## src/rtl/ladder_seq_if.sv

```systemverilog
// ladder_seq_if: start/scalar request, cswap handshake and ladder-step handshake of the ladder sequencer.
interface ladder_seq_if #(
    parameter int WID  = 256,
    parameter int IDXW = 8
);
    logic            start;
    logic [WID-1:0]  scalar;
    logic            swap_en;
    logic [WID-1:0]  swap_val;
    logic            swap_vld;
    logic            step_start;
    logic [IDXW-1:0] step_idx;
    logic            step_done;
    logic            busy;
    logic            done;
    modport master (
        input  start, scalar, swap_vld, step_done,
        output swap_en, swap_val, step_start, step_idx, busy, done
    );
    modport slave (
        output start, scalar, swap_vld, step_done,
        input  swap_en, swap_val, step_start, step_idx, busy, done
    );
endinterface

```

## src/rtl/ladder_seq.sv

```systemverilog
// ladder_seq: Montgomery-ladder sequencer, MSB-first cswap + ladder step per bit, closing swap, done pulse.
// Define LADDER_CLAMP_EN to apply RFC 7748 clamping to the scalar on load.
module ladder_seq #(
    parameter int WID  = 256,
    parameter int IDXW = 8
) (
    input  logic         i_clk,
    input  logic         i_rst_n,
    ladder_seq_if.master bus
);
    typedef enum logic [3:0] {IDLE, LOAD, SWAP, SWAPWT, STEP, STEPWT, FSWAP, FSWAPWT, DONE} state_t;
    state_t          r_state, w_next;
    logic [WID-1:0]  r_k, w_k_load;
    logic [IDXW-1:0] r_idx, w_idx_next;
    logic            r_prev, w_prev_next, r_swap, w_swap, w_kbit;
    assign w_kbit = r_k[r_idx];
`ifdef LADDER_CLAMP_EN
    always_comb begin
        w_k_load        = bus.scalar;
        w_k_load[2:0]   = 3'b000;
        w_k_load[WID-1] = 1'b0;
        w_k_load[WID-2] = 1'b1;
    end
`else
    assign w_k_load = bus.scalar;
`endif
    always_comb begin
        w_next      = r_state;
        w_idx_next  = r_idx;
        w_prev_next = r_prev;
        w_swap      = r_swap;
        case (r_state)
            IDLE:    if (bus.start) w_next = LOAD;
            LOAD: begin
                w_idx_next  = IDXW'(WID - 1);
                w_prev_next = 1'b0;
                w_next      = SWAP;
            end
            SWAP: begin
                w_swap      = r_prev ^ w_kbit;
                w_prev_next = w_kbit;
                w_next      = SWAPWT;
            end
            SWAPWT:  if (bus.swap_vld) w_next = STEP;
            STEP:    w_next = STEPWT;
            STEPWT: begin
                if (bus.step_done) begin
                    w_next     = (r_idx == '0) ? FSWAP : SWAP;
                    w_idx_next = (r_idx == '0) ? r_idx : r_idx - 1'b1;
                end
            end
            FSWAP: begin
                w_swap = r_prev;
                w_next = FSWAPWT;
            end
            FSWAPWT: if (bus.swap_vld) w_next = DONE;
            DONE:    w_next = IDLE;
            default: w_next = IDLE;
        endcase
    end
    always_ff @(posedge i_clk or negedge i_rst_n) begin
        if (!i_rst_n) begin
            r_state <= IDLE;
            r_k     <= '0;
            r_idx   <= '0;
            r_prev  <= 1'b0;
            r_swap  <= 1'b0;
        end else begin
            r_state <= w_next;
            r_idx   <= w_idx_next;
            r_prev  <= w_prev_next;
            r_swap  <= w_swap;
            if (r_state == IDLE && bus.start) r_k <= w_k_load;
        end
    end
    // swap_val keeps the last issued swap bit until the next issue
    assign bus.swap_en    = (r_state == SWAP) || (r_state == FSWAP);
    assign bus.swap_val   = {{(WID-1){1'b0}}, w_swap};
    assign bus.step_start = (r_state == STEP);
    assign bus.step_idx   = r_idx;
    assign bus.busy       = (r_state != IDLE);
    assign bus.done       = (r_state == DONE);
endmodule

```

## src/flat_wrapper.sv

```systemverilog
// flat-port wrapper written by rule: the top's interface ports become plain ports
module ladder_seq_flat 
#(
    parameter int WID  = 256,
    parameter int IDXW = 8
)
  (i_clk, i_rst_n, bus_start, bus_scalar, bus_swap_vld, bus_step_done, bus_swap_en, bus_swap_val, bus_step_start, bus_step_idx, bus_busy, bus_done);
  ladder_seq_if #(.WID(WID), .IDXW(IDXW)) bus_i ();
  input  logic i_clk;
  input  logic i_rst_n;
  input wire logic [$bits(bus_i.start)-1:0] bus_start;
  input wire logic [$bits(bus_i.scalar)-1:0] bus_scalar;
  input wire logic [$bits(bus_i.swap_vld)-1:0] bus_swap_vld;
  input wire logic [$bits(bus_i.step_done)-1:0] bus_step_done;
  output wire logic [$bits(bus_i.swap_en)-1:0] bus_swap_en;
  output wire logic [$bits(bus_i.swap_val)-1:0] bus_swap_val;
  output wire logic [$bits(bus_i.step_start)-1:0] bus_step_start;
  output wire logic [$bits(bus_i.step_idx)-1:0] bus_step_idx;
  output wire logic [$bits(bus_i.busy)-1:0] bus_busy;
  output wire logic [$bits(bus_i.done)-1:0] bus_done;
  assign bus_i.start = bus_start;
  assign bus_i.scalar = bus_scalar;
  assign bus_i.swap_vld = bus_swap_vld;
  assign bus_i.step_done = bus_step_done;
  assign bus_swap_en = bus_i.swap_en;
  assign bus_swap_val = bus_i.swap_val;
  assign bus_step_start = bus_i.step_start;
  assign bus_step_idx = bus_i.step_idx;
  assign bus_busy = bus_i.busy;
  assign bus_done = bus_i.done;
  ladder_seq #(.WID(WID), .IDXW(IDXW)) u_core (.i_clk(i_clk), .i_rst_n(i_rst_n), .bus(bus_i));
endmodule
```

## config.mk

```make
export PLATFORM = sky130hd
export DESIGN_NAME = ladder_seq_flat
export DESIGN_NICKNAME = d
export VERILOG_FILES = /design/src/rtl/ladder_seq_if.sv /design/src/rtl/ladder_seq.sv /design/src/flat_wrapper.sv
export SDC_FILE = /design/constraint.sdc
export NUM_CORES = 1
export LEC_CHECK = 0
export BUFFER_PORTS_ARGS = -buffer_cell sky130_fd_sc_hd__buf_2
export CAP_MARGIN = 40
export CORE_AREA = 2 2 206 208
export CTS_BUF_LIST = sky130_fd_sc_hd__clkbuf_4 sky130_fd_sc_hd__clkbuf_8
export CTS_CLUSTER_DIAMETER = 80
export DETAILED_ROUTE_END_ITERATION = 6
export DIE_AREA = 0 0 208 210
export GPL_TIMING_DRIVEN = 0
export PLACE_DENSITY = 0.65
export SLEW_MARGIN = 5
export SYNTH_ARGS = -nofsm -noshare
export SYNTH_HDL_FRONTEND = slang
export SYNTH_SLANG_ARGS = --single-unit
```

## constraint.sdc

```tcl
create_clock -name i_clk -period 6.05 [get_ports i_clk]
set_input_delay 1.5125 -clock i_clk [delete_from_list [all_inputs] [get_ports i_clk]]
set_output_delay 1.5125 -clock i_clk [all_outputs]
set_load 0.05 [all_outputs]
```

### Word level (Yosys, flattened, before mapping)

Cells that the tools add are included.

| word-level totals | value |
|---|---|
| word-level logic and storage cells | 43 |
| register bits | 270 |

| operators by class | value |
|---|---|
| add/sub/neg operators | 1 |
| equal/unequal tests | 13 |
| bitwise operators | 1 |
| muxes and demuxes | 13 |
| order comparisons | 1 |
| reductions and logical operators | 9 |

Operators by type and width:

| cell | number |
|---|---|
| $pmux 4 s8 | 1 |
| $eq 4x3->1 const B | 4 |
| $mux 4 | 4 |
| $mux 8 | 2 |
| $pmux 8 s2 | 1 |
| $ne 2x2->1 const B | 5 |
| $lt 8x9->1 const B | 1 |
| $bmux 1 s8 | 1 |
| $eq 4x2->1 const B | 2 |
| $logic_not 8->1 | 1 |
| $sub 8x1->8 const B | 1 |
| $eq 4x1->1 const B | 1 |
| $eq 4x4->1 const B | 1 |
| $logic_not 4->1 | 1 |
| $pmux 1 s2 | 2 |
| $reduce_and 4->1 | 1 |
| $reduce_bool 2->1 | 2 |
| $reduce_bool 4->1 | 1 |
| $mux 3 | 1 |
| $reduce_and 3->1 | 1 |
| $logic_and 1x1->1 | 1 |
| $logic_or 1x1->1 | 1 |
| $mux 1 | 1 |
| $xor 1x1->1 | 1 |

### Depth between registers and ports, before layout

| logic depth | value |
|---|---|
| depth after elaboration | 4 |
| mapped depth | 13 |
| depth with buffers taken out | 8 |

### Least setup slack after synthesis

No wires, ideal clock.

| timing | value |
|---|---|
| kind | register to output |
| start point | reg u_core.r_idx[1] (netlist: u_core.bus.step_idx[1]) |
| end point | out bus_swap_val[0] |
| stages on the path, launching flop included | 13 |
| arrival | 2,759 ps |
| required time | 4,537 ps |
| setup slack | 1,779 ps |
| cell sequence | dfrtp_1 -> buf_2 -> buf_4 -> clkbuf_1 -> mux4_2 -> mux2i_1 -> nor2_1 -> nor4_1 -> a21oi_1 -> o2bb2ai_1 -> nor2b_1 -> o211ai_2 -> buf_4 |

| between the ends | value |
|---|---|
| word-level cells in the longest chain between the ends | 4 |

Ends and longest elaborated chain:

| what | RTL line | text |
|---|---|---|
| from (decl) | ladder_seq.sv:14 | `logic [IDXW-1:0] r_idx, w_idx_next;` |
| from (signal assigned) | ladder_seq.sv:70 | `r_idx <= w_idx_next;` |
| $bmux 1 s8 | ladder_seq.sv:16 | `assign w_kbit = r_k[r_idx];` |
| $mux 1 (not written as such) | ladder_seq.sv:16 |  |
| $xor 1x1->1 | ladder_seq.sv:40 | `w_swap = r_prev ^ w_kbit;` |
| $pmux 1 s2 | ladder_seq.sv:32 | `case (r_state)` |
| to (decl) | flat_wrapper.sv:16 | `output wire logic [$bits(bus_i.swap_val)-1:0] bus_swap_val;` |

Every way passes these cells. The select of a mux whose other input is x is not followed.

### Final worst setup path

| timing | value |
|---|---|
| start point | reg u_core.r_idx[2] (netlist: u_core.bus.step_idx[2]) |
| end point | out bus_swap_val[0] |

The elaborated chain is that of the path after synthesis.

==> flow_summary.ini <==
[yosys]
synth.area.top_cells = dfrtp_1, mux2_2, buf_4
syn_inst = 1075
yosysMostFrequentCell = dfrtp_1
yosysWarnings = 0
async_reset_ff_share_pct = 100
synth_edf_count = 0
synth_ff_type = dfrtp_1
ys_top_cells_by_count = dfrtp_1, mux2_2, buf_4
syn_area_per_cell_um2 = 13.3
synth_seq_area_share_pct = 47.1
synth_seq_cells = 270
ys_types = 50
synth_top_area_share_pct = 47.1
synth_area_um2 = 14300
synth_area_leader_cell = dfrtp_1

[floorplanning]
row_count = 75
io_pins = 529
initial_core_util_pct = 34.5
die_w_um = 208
dieArea_um2 = 43700
core_area_um2 = 41500
die_y_um = 210

[detailed_routing]
drt-met1-wl_mm = 15.0
drt_iter0_markers = 342
num_vias = 9582
wl_met3_mm = 3.09
antenna_left = 0
met2_length_mm = 20.4
postRouteWirelength_mm = 39.4
drc = 0
wl_per_cell_um = 17.6
top_layer_used = met5
dr.pass1.iters = 4
vias_per_cell = 4.29

[power]
seqPwrFrac_pct = 38.3
p_int_mw = 5.55
p_sw_mw = 2.64
sw_frac_of_total_pct = 32.3
ir_drop_v = 0.000247
cellLeakagePower_nw = 9.27
p_clk_share_pct = 23.0
p_comb_share_pct = 38.7
power.density_nw_per_um2 = 443

[cts]
hold_buffers = 0
cts_resized = 0
cts_buffers = 46
cts_tree = built
cts_buffer_depth = 3
clockRootBuffer = clkbuf_8
cts_max_level = 2
cts.sinks = 270
cts.clk_slew.worst_paths_ns = 0.06
clock_latency_ns = 0.57
post-cts-setup-buffers = 0

[timing]
whs_ns = 0.487
tightest_slew_ns = 0.812
max_slew_margin_pct = 45.8
finClkSkew_ns = 0.0244
fin_crit_ns = 5.65
fmax_mhz = 177
setup_slack_ns = 0.400
hold_violations = 0
drv_slew = 0
rsz0062_at_grt = no
fin_crit_sh_pct = 93.4
setup_viol = 0

[min_path]
hp-class = flop to flop

[critical_path]
r2r_slack_ns = 2.79
worstPathMaxFanout = 10
worstPathArrival_ns = 4.14
startpoint_type = flop
crit_required_ns = 4.54
endpoint_kind = output pin
criticalPathCategory = flop to output pin

[layout]
stdcell_count = 2235
final_nets = 1916
drive_above_1_share_pct = 56.9
postLayoutCellArea_um2 = 18500
syn2layout_area_growth_pct = 29.0

[global_route]
antenna_found_initial = 16
grt_pass1_vias = 9800
grt_max_degree = 101
grt_pass1_wl_mm = 58.7
gr-total-overflow = 0
grt.total_usage_pct = 17.7

[placed_design]
post-dp-hpwl_mm = 30.9
dp_slack_ns = 0.877
io_buffers = 273
dp.cells = 2144
gp_congestion = 0.787
placed_area_um2 = 17400

[status]
outcome = completed

[flow_run]
cap_violations = 0
-- logic make-up (layout without fill, tap and decap cells) --
group / count (synthesis) / in the layout / synth area share (%)
and+or+nand+nor: 91 / 91 / 3.22
other: 1 / 263 / 0.0262
DFF: 270 / 270 / 47.1
xor gates and xnor gates: 5 / 5 / 0.306
adders and majority gates: 2 / 2 / 0.175
AOI/OAI and AO/OA: 47 / 47 / 2.32
muxes: 343 / 343 / 31.3
buffers and inverters: 316 / 675 / 15.5
-- final timing paths --
kind,start,end,cells past startpoint
min,u_core.r_swap,u_core.r_swap,2
max in group asynchronous,i_rst_n,u_core.r_swap,3
max reg2reg,u_core.bus.step_idx[2],u_core.r_swap,9
min in group asynchronous,i_rst_n,u_core.r_k[68],1
max,u_core.bus.step_idx[2],bus_swap_val[0],11
min reg2reg,u_core.r_swap,u_core.r_swap,2
-- routing by layer --
metal  track usage (%)  vias to the layer above
met5                 0                        -
met4              5.26                       14
met3              5.54                       70
met2              31.6                      339
met1              20.4                     4671
li1                  -                     4488
-- cells in the final DEF (no fill, tap or decap), drive strengths merged, types with 5 or more instances in the layout --
| cell type | netlist | layout |
|---|---|---|
| a21oi | 8 | 8 |
| buf | 278 | 554 |
| clkbuf | 35 | 108 |
| clkinv | 1 | 6 |
| conb | 1 | 255 |
| dfrtp | 270 | 270 |
| diode | 0 | 8 |
| mux2 | 266 | 266 |
| mux2i | 19 | 19 |
| mux4 | 58 | 58 |
| nand2 | 26 | 26 |
| nand2b | 7 | 7 |
| nand3 | 7 | 7 |
| nor2 | 18 | 18 |
| nor2b | 12 | 12 |
| nor4 | 5 | 5 |
| o21ai | 7 | 7 |
| o22ai | 6 | 6 |
-- registers in the layout, summed over array words and instances, names as in the netlist --
name,count
u_core.bus.step_idx,8
u_core.r_k,256
u_core.r_prev,1
u_core.r_state,4
u_core.r_swap,1
-- area by class of cell --
class,instances,area (um2)
buffer,313,2200
tap,539,674
timing repair buffer,276,1440
multi-input combinational,743,6310
clock inverter,10,153
inverter,3,11.3
antenna,8,20.0
clock buffer,73,911
fill,3881,23000
sequential,270,6760
-- power groups by stage --
stage	logic, mW	registers, mW	clock network (mW)
after floorplan	2.56	3.00	0
after global placement	3.14	3.12	0
after detailed placement	3.21	3.16	0
after CTS	3.22	3.13	1.94
after global routing	3.42	3.23	2.02
final	3.17	3.14	1.88
-- per-stage QoR --
| step | util [%] | power [mW] | setup TNS [ns] |
|---|---|---|---|
| 3_5_place_dp | 42.0 | 6.37 | 0 |
| 2_1_floorplan | - | 5.57 | 0 |
| 4_1_cts | 44.5 | 8.29 | 0 |
| 6_report | 44.6 | 8.19 | 0 |
| 5_1_grt | 44.5 | 8.67 | 0 |
| 3_3_place_gp | 41.8 | 6.25 | -398.95 |
-- worst max-delay path: stages (launching register included) --
cell and delay (ns):
dfrtp_1 0.41, buf_2 0.34, buf_2 0.38, buf_1 0.58
mux2i_1 0.48, o32ai_1 0.15, nor4_1 0.30, o2bb2ai_1 0.20
nor2b_1 0.18, o211ai_2 0.15, buf_4 0.12, buf_2 0.27
Power figures use the tool's default switching activity.
